## src/rtl/exc_entry_ctrl.sv

```systemverilog
// exc_entry_ctrl: exception entry/return sequencer driving the banked
// register file and CPSR/SPSR write ports.
// Optional macro EXC_HIVEC_EN: when defined, vectors sit at 0xFFFF_0000
// and VECTOR_BASE is ignored; otherwise vectors sit at VECTOR_BASE.
module exc_entry_ctrl #(
    parameter logic [31:0] VECTOR_BASE = 32'h0000_0000,
    parameter logic [31:0] IRQ_LR_OFS  = 32'd4
) (
    input  logic        clk,
    input  logic        rst,
    input  logic        fiq_req,
    input  logic        irq_req,
    input  logic        und_req,
    input  logic        svc_req,
    input  logic        eret_req,
    input  logic [31:0] cpsr_in,
    input  logic [31:0] pc_in,
    input  logic [31:0] lr_in,
    output logic        busy,
    output logic [2:0]  Change_M,
    output logic        W_SPSR_s,
    output logic        Write_SPSR,
    output logic [2:0]  W_CPSR_s,
    output logic        Write_CPSR,
    output logic        Write_Reg,
    output logic [3:0]  W_Addr,
    output logic [31:0] W_Data,
    output logic        Write_PC,
    output logic [31:0] PC_New,
    output logic [3:0]  ack,
    output logic        eret_err
);

`ifdef EXC_HIVEC_EN
    localparam logic [31:0] VEC_BASE = 32'hFFFF_0000;
`else
    localparam logic [31:0] VEC_BASE = VECTOR_BASE;
`endif

    localparam logic [1:0] S_IDLE   = 2'd0;
    localparam logic [1:0] S_SAVE   = 2'd1;
    localparam logic [1:0] S_SWITCH = 2'd2;
    localparam logic [1:0] S_RET    = 2'd3;

    localparam logic [2:0] M_CUR = 3'd0;
    localparam logic [2:0] M_FIQ = 3'd1;
    localparam logic [2:0] M_IRQ = 3'd2;
    localparam logic [2:0] M_SVC = 3'd3;
    localparam logic [2:0] M_UND = 3'd4;

    logic [1:0]  state;
    logic [1:0]  state_nxt;
    logic [2:0]  target;
    logic [2:0]  target_nxt;
    logic        und_p;
    logic        svc_p;
    logic        unpriv_mode;

    logic        busy_d;
    logic [2:0]  change_m_d;
    logic        w_spsr_s_d;
    logic        write_spsr_d;
    logic [2:0]  w_cpsr_s_d;
    logic        write_cpsr_d;
    logic        write_reg_d;
    logic [3:0]  w_addr_d;
    logic [31:0] w_data_d;
    logic        write_pc_d;
    logic [31:0] pc_new_d;
    logic [3:0]  ack_d;
    logic        eret_err_d;

    assign unpriv_mode = (cpsr_in[4:0] == 5'b10000) || (cpsr_in[4:0] == 5'b11111);

    // Arbitrate in IDLE and walk the fixed SAVE->SWITCH or RET sequences.
    always_comb begin
        state_nxt  = state;
        target_nxt = target;
        eret_err_d = 1'b0;
        case (state)
            S_IDLE: begin
                if (eret_req) begin
                    if (unpriv_mode) begin
                        eret_err_d = 1'b1;
                    end else begin
                        state_nxt  = S_RET;
                        target_nxt = M_CUR;
                    end
                end else if (fiq_req && !cpsr_in[6]) begin
                    state_nxt  = S_SAVE;
                    target_nxt = M_FIQ;
                end else if (irq_req && !cpsr_in[7]) begin
                    state_nxt  = S_SAVE;
                    target_nxt = M_IRQ;
                end else if (und_p || und_req) begin
                    state_nxt  = S_SAVE;
                    target_nxt = M_UND;
                end else if (svc_p || svc_req) begin
                    state_nxt  = S_SAVE;
                    target_nxt = M_SVC;
                end
            end
            S_SAVE:   state_nxt = S_SWITCH;
            S_SWITCH: state_nxt = S_IDLE;
            S_RET:    state_nxt = S_IDLE;
            default:  state_nxt = S_IDLE;
        endcase
    end

    // Sequencer state and the latched exception target.
    always_ff @(posedge clk or posedge rst) begin
        if (rst) begin
            state  <= S_IDLE;
            target <= M_CUR;
        end else begin
            state  <= state_nxt;
            target <= target_nxt;
        end
    end

    // Pulse requests are remembered until the SWITCH cycle that acks them; a new pulse wins over the clear.
    always_ff @(posedge clk or posedge rst) begin
        if (rst) begin
            und_p <= 1'b0;
            svc_p <= 1'b0;
        end else begin
            und_p <= und_req | (und_p & ~((state == S_SWITCH) && (target == M_UND)));
            svc_p <= svc_req | (svc_p & ~((state == S_SWITCH) && (target == M_SVC)));
        end
    end

    // Decode the strobes for the state being entered so they can be registered.
    always_comb begin
        busy_d       = 1'b0;
        change_m_d   = M_CUR;
        w_spsr_s_d   = 1'b0;
        write_spsr_d = 1'b0;
        w_cpsr_s_d   = 3'd0;
        write_cpsr_d = 1'b0;
        write_reg_d  = 1'b0;
        w_addr_d     = 4'd0;
        w_data_d     = 32'd0;
        write_pc_d   = 1'b0;
        pc_new_d     = 32'd0;
        ack_d        = 4'b0000;
        case (state_nxt)
            S_SAVE: begin
                busy_d       = 1'b1;
                change_m_d   = target_nxt;
                write_spsr_d = 1'b1;
                w_spsr_s_d   = 1'b1;
                write_reg_d  = 1'b1;
                w_addr_d     = 4'd14;
                if ((target_nxt == M_FIQ) || (target_nxt == M_IRQ)) begin
                    w_data_d = pc_in + IRQ_LR_OFS;
                end else begin
                    w_data_d = pc_in;
                end
            end
            S_SWITCH: begin
                busy_d       = 1'b1;
                change_m_d   = target_nxt;
                write_cpsr_d = 1'b1;
                write_pc_d   = 1'b1;
                case (target_nxt)
                    M_FIQ: begin
                        w_cpsr_s_d = 3'd3;
                        pc_new_d   = VEC_BASE + 32'h1C;
                        ack_d      = 4'b1000;
                    end
                    M_IRQ: begin
                        w_cpsr_s_d = 3'd2;
                        pc_new_d   = VEC_BASE + 32'h18;
                        ack_d      = 4'b0100;
                    end
                    M_UND: begin
                        w_cpsr_s_d = 3'd5;
                        pc_new_d   = VEC_BASE + 32'h04;
                        ack_d      = 4'b0010;
                    end
                    M_SVC: begin
                        w_cpsr_s_d = 3'd4;
                        pc_new_d   = VEC_BASE + 32'h08;
                        ack_d      = 4'b0001;
                    end
                    default: begin
                        w_cpsr_s_d = 3'd0;
                        pc_new_d   = 32'd0;
                        ack_d      = 4'b0000;
                    end
                endcase
            end
            S_RET: begin
                busy_d       = 1'b1;
                change_m_d   = M_CUR;
                write_cpsr_d = 1'b1;
                w_cpsr_s_d   = 3'd0;
                write_pc_d   = 1'b1;
                pc_new_d     = lr_in;
            end
            default: begin
                busy_d = 1'b0;
            end
        endcase
    end

    // Registered outputs keep the strobes stable ahead of the consumer's negedge write.
    always_ff @(posedge clk or posedge rst) begin
        if (rst) begin
            busy       <= 1'b0;
            Change_M   <= 3'd0;
            W_SPSR_s   <= 1'b0;
            Write_SPSR <= 1'b0;
            W_CPSR_s   <= 3'd0;
            Write_CPSR <= 1'b0;
            Write_Reg  <= 1'b0;
            W_Addr     <= 4'd0;
            W_Data     <= 32'd0;
            Write_PC   <= 1'b0;
            PC_New     <= 32'd0;
            ack        <= 4'b0000;
            eret_err   <= 1'b0;
        end else begin
            busy       <= busy_d;
            Change_M   <= change_m_d;
            W_SPSR_s   <= w_spsr_s_d;
            Write_SPSR <= write_spsr_d;
            W_CPSR_s   <= w_cpsr_s_d;
            Write_CPSR <= write_cpsr_d;
            Write_Reg  <= write_reg_d;
            W_Addr     <= w_addr_d;
            W_Data     <= w_data_d;
            Write_PC   <= write_pc_d;
            PC_New     <= pc_new_d;
            ack        <= ack_d;
            eret_err   <= eret_err_d;
        end
    end

endmodule

```

## config.mk

```make
export PLATFORM = sky130hd
export DESIGN_NAME = exc_entry_ctrl
export DESIGN_NICKNAME = d
export VERILOG_FILES = /design/src/rtl/exc_entry_ctrl.sv
export SDC_FILE = /design/constraint.sdc
export NUM_CORES = 1
export LEC_CHECK = 0
export BUFFER_PORTS_ARGS = -buffer_cell sky130_fd_sc_hd__buf_2
export CAP_MARGIN = 25
export CORE_MARGIN = 5
export CORE_UTILIZATION = 49
export DETAILED_ROUTE_END_ITERATION = 8
export PLACE_DENSITY = 0.85
export SYNTH_ARGS = -nofsm -noshare
export SYNTH_HDL_FRONTEND = slang
export SYNTH_SLANG_ARGS = --single-unit
```

## constraint.sdc

```tcl
create_clock -name clk -period 5.25 [get_ports clk]
set_input_delay 0.525 -clock clk [delete_from_list [all_inputs] [get_ports clk]]
set_output_delay 0.525 -clock clk [all_outputs]
set_load 0.01 [all_outputs]
```

# Yosys cells after proc, flatten, opt, wreduce, memory -nomap -nowiden
# Cells that the tools add are included.
# Widths: inputs -> output; s select.
# word_totals
in_bits,103
reg_bits,89
wordCells,80
out_inout_bits,85
# op_classes
n_bitwise,6
n_eq_ne,14
addsub,1
muxes,30
n_reduce_logical,15
# ops
op,n
$mux 32,2
$pmux 32 s2,1
$add 32x3->32 const B,1
$mux 3,9
$pmux 5 s4,1
$pmux 4 s4,1
$mux 2,6
$pmux 3 s4,1
$eq 5x5->1 const B,2
$eq 3x2->1 const B,3
$eq 2x2->1 const B,4
$mux 4,2
$eq 3x3->1 const B,2
$mux 1,6
$pmux 2 s3,1
$reduce_or 2->1,3
$eq 2x1->1 const B,2
$logic_and 1x1->1,4
$logic_or 1x1->1,4
$eq 3x1->1 const B,1
$reduce_or 3->1,1
$and 1x1->1,2
$logic_not 1->1,2
$logic_not 2->1,1
2 further kinds,4

# Depth between registers and ports, before layout
# depth
depth_word,11
mapped_depth,12

# Least setup slack after synthesis
# No wires, ideal clock.
# synth_path
kind,input -> register
start,input port cpsr_in[3]
end,register W_Data[23]
setup_slack_ns,2.710
setup_ns,0.066
t_required_ns,5.184
t_arrival_ns,2.474
stages,9
cell_sequence,and4_1 > o211ai_2 > nand2b_1 > or2_2 > inv_1 > ha_1 > clkinv_1 > or4_1 > nand2_1
# synth_rtl
element,line,rtl
"start, declared",16,"input logic [31:0] cpsr_in,"
$eq 5x5->1,73,assign unpriv_mode = (cpsr_in[4:0] == 5'b10000) || (cpsr_in[4:0] == 5'b11111);
$logic_or 1x1->1 *,73,
$mux 2 *,83,if (unpriv_mode) begin
$mux 2 *,82,if (eret_req) begin
$pmux 2 s3 *,80,case (state)
net state_nxt[0],52,logic [1:0] state_nxt;
$eq 2x1->1 *,146,case (state_nxt)
$mux 32 *,146,
net w_data_d[23],67,logic [31:0] w_data_d;
"end signal, assigned",232,W_Data <= w_data_d;
"end, declared",27,"output logic [31:0] W_Data,"
# Mark *: on every way through the listed nets, which the timed path passes. The rest lies on a longest branch.

# Final worst setup path
# layout_path
start,register state[0]
end,register W_Data[14]
# layout_between
elab_chain_cells,8
# layout_rtl
element,line,rtl
"start, declared",51,logic [1:0] state;
"start signal, assigned",116,state <= state_nxt;
$mux 2,98,end else if (svc_p || svc_req) begin
$mux 2,95,end else if (und_p || und_req) begin
$mux 2,92,end else if (irq_req && !cpsr_in[7]) begin
$mux 2,89,end else if (fiq_req && !cpsr_in[6]) begin
$mux 2,82,
$pmux 2 s3,80,
$eq 2x1->1,146,
$mux 32 *,146,
net w_data_d[14],67,
# Marks and branches as above.

==> impl_metrics.toml <==
[outcome]
run_status = "finished clean"

[clock_tree]
cts_resized = 0
worstSkewPairLatency_ps = 350
tritoncts = "done"
cts.sinks = 85
numCtsBuffers = 9
clkTransAtPathRegs_ps = 90
h-tree-depth = 3
post_cts_buffers = 0
cts_max_path_buffers = 2
cts_root_buf = "clkbuf_8"
cts_hold_buf = 0

[final_layout]
diodes = 0
area_delta_synth_final_pct = 28.9
layout.cells.non_filler = 612
fin_area_um2 = 4790
fin_nets = 616
drive_gt1_share_pct = 37.0

[placement]
dpl.cell_count = 595
gp_congestion = 0.872
hpwl_um = 7010
placed_area_um2 = 4560
io_buffers = 161

[global_route]
top_usage_layer = "met2"
met2_usage_pct = 33.8
grtUsageMet1_pct = 23.7
grtUsageMet3_pct = 7.68
antenna_found_initial = 0
grt_pass1_wl_um = 15300
grt_overflow = 0
grtUsageTotal_pct = 19.9
grt_max_degree = 86
first_global_vias = 3132

[yosys]
ys_seq_area_share_pct = 57.3
postSynthAreaPerCell_um2 = 10.6
synth_top_area_share_pct = 57.3
synth_top_area_cell = "dfrtp_1"
ys.flop_type = "dfrtp_1"
synth.distinct_cells = 43
synth_common_cells = "dfrtp_1 (85), and2_1 (35), nand2_1 (32)"
ys_warn_count = 0
ys_ff_latch = 85
synthMostInstantiatedCell = "dfrtp_1"
synthCells = 349
syn_nets = 457
yosys-top-cells-area = "dfrtp_1 (57%), and2_1 (5.9%), nand2_1 (3.2%), mux2i_1 (2.4%), a21oi_1 (2.3%)"
async_flop_share_pct = 100
synth-edff-count = 0
synth_area_um2 = 3710

[detailed_routing]
vias_per_cell = 5.15
drt-pass1-iter-count = 4
post-route-drc-count = 0
ant_nets = 0
routed_wl_um = 9320
vias = 3151
first_iter_violations = 73
wl_per_cell_um = 15.2

[timing]
finalHoldViolCount = 0
maxSlewHeadroom_pct = 40.5
setup_viol = 0
tightest_slew_ps = 892
period_minus_slack_ps = 2810
clock_skew_ps = 14.3
setup_tns_ps = 0
drv_slew = 0
rsz0062_at_grt = "no"
worst_hold_slack_ps = 139
fmax_mhz = 355
period_share_pct = 53.6

[die]
rows = 31
dieHeight_um = 97.1
coreArea_um2 = 7330
die_area_um2 = 9420
io_pins = 188
die_w_um = 97.1
initial_core_util_pct = 50.7

[setup_path]
r2r_cells = 7
worstPathMaxFanout = 24
worstPathRequired_ps = 5530
cp-end-kind = "flop"
crit_path_start_kind = "flop"
arrival_ps = 3090
worstSetupPathType = "flop to flop"

[power_and_ir_drop]
power.total_mw = 2.19
cellPowerDensity_nw_per_um2 = 457
clkPwrFrac_pct = 21.1
p_sw_share_pct = 37.7
p_comb_share_pct = 38.0
seq_power_share_pct = 40.9
intPower_mw = 1.37
total_switching_power_uw = 825
p_leak_nw = 2.60
ir_worst_vdd_mv = 0.248

[min_path]
hold_path_class = "primary input to asynchronous set/reset pin"

[job]
cap_violations = 0
layout make-up:
type	count	area [µm²]
Tap cell	99	124
Multi-Input combinational cell	231	1420
Sequential cell	85	2130
Fill cell	557	2540
Clock buffer	9	124
Timing Repair Buffer	166	863
Clock inverter	7	73.8
Inverter	15	57.6
worst max-delay path, stage by stage (launching register included):
cell,delay (ps)
dfrtp_1,410
or2_1,270
nand2b_1,200
a21oi_1,460
inv_1,340
a21o_4,350
or4_1,520
a21oi_1,180
final timing paths:
kind	from	to	slack (ps)
setup / recovery	state[0]	W_Data[14]	2440
hold / removal	rst	W_Data[29]	140
setup reg to reg	state[0]	W_Data[14]	2440
hold reg to reg	und_p	und_p	500
max in group asynchronous	rst	Change_M[2]	4550
min in group clk	lr_in[7]	PC_New[7]	370
cell families (layout without fill, tap and decap cells):
logic type | Yosys count | in the layout | synth area share, %
flip-flops | 85 | 85 | 57.3
adder cells (fa/ha/maj) | 5 | 5 | 1.68
AO/OA/AOI/OAI | 50 | 50 | 9.06
AND/OR/NAND/NOR | 159 | 159 | 23.2
other | 1 | 1 | 0.101
multiplexers | 9 | 9 | 2.43
XOR/XNOR | 7 | 7 | 1.65
buffers and inverters | 33 | 197 | 4.58
power by group through the flow:
stage	sequential [mW]	combinational, mW	clock [mW]
CTS	0.897	0.837	0.473
detailed placement	0.909	0.831	0
floorplan	0.994	0.441	0
finish	0.895	0.833	0.462
global route	0.916	0.917	0.501
global placement	0.902	0.806	0
layout by cell type (no fill, tap or decap), drive strengths merged, types with 4 or more instances in the layout:
cell      n
a211oi    5
a21o      5
a21oi    18
and2     35
and3      5
buf     166
clkbuf    9
clkinv    5
dfrtp    85
ha        5
inv      15
mux2i     9
nand2    32
nand2b   13
nand3    14
nand4     8
nor2     21
nor3      7
o21ai     6
o31ai     6
or2       4
or4       6
xnor2     7
per-stage QoR:
| stage | worst slack [ps] | utilization, % |
|---|---|---|
| 2_1_floorplan | 2530 | - |
| 3_3_place_gp | 2280 | 62.2 |
| 3_5_place_dp | 2190 | 62.2 |
| 4_1_cts | 2490 | 64.9 |
| 5_1_grt | 2210 | 65.3 |
| 6_report | 2440 | 65.3 |
layer usage:
layer  routed length [µm]  part of all wire (%)  vias up
li1                     -                     -     1506
met5                    0                     0        -
met2                 4630                    50      136
met4                   68                  0.73        0
met3                  874                   9.4        8
met1                 3750                    40     1501
state kept, by name, summed over array words and instances, names as in the netlist:
name      flops
Change_M      3
PC_New       32
W_Addr        1
W_CPSR_s      3
W_Data       32
Write_PC      1
ack           4
busy          1
eret_err      1
state         2
svc_p         1
target        3
und_p         1
(Power assumes the default switching activity.)
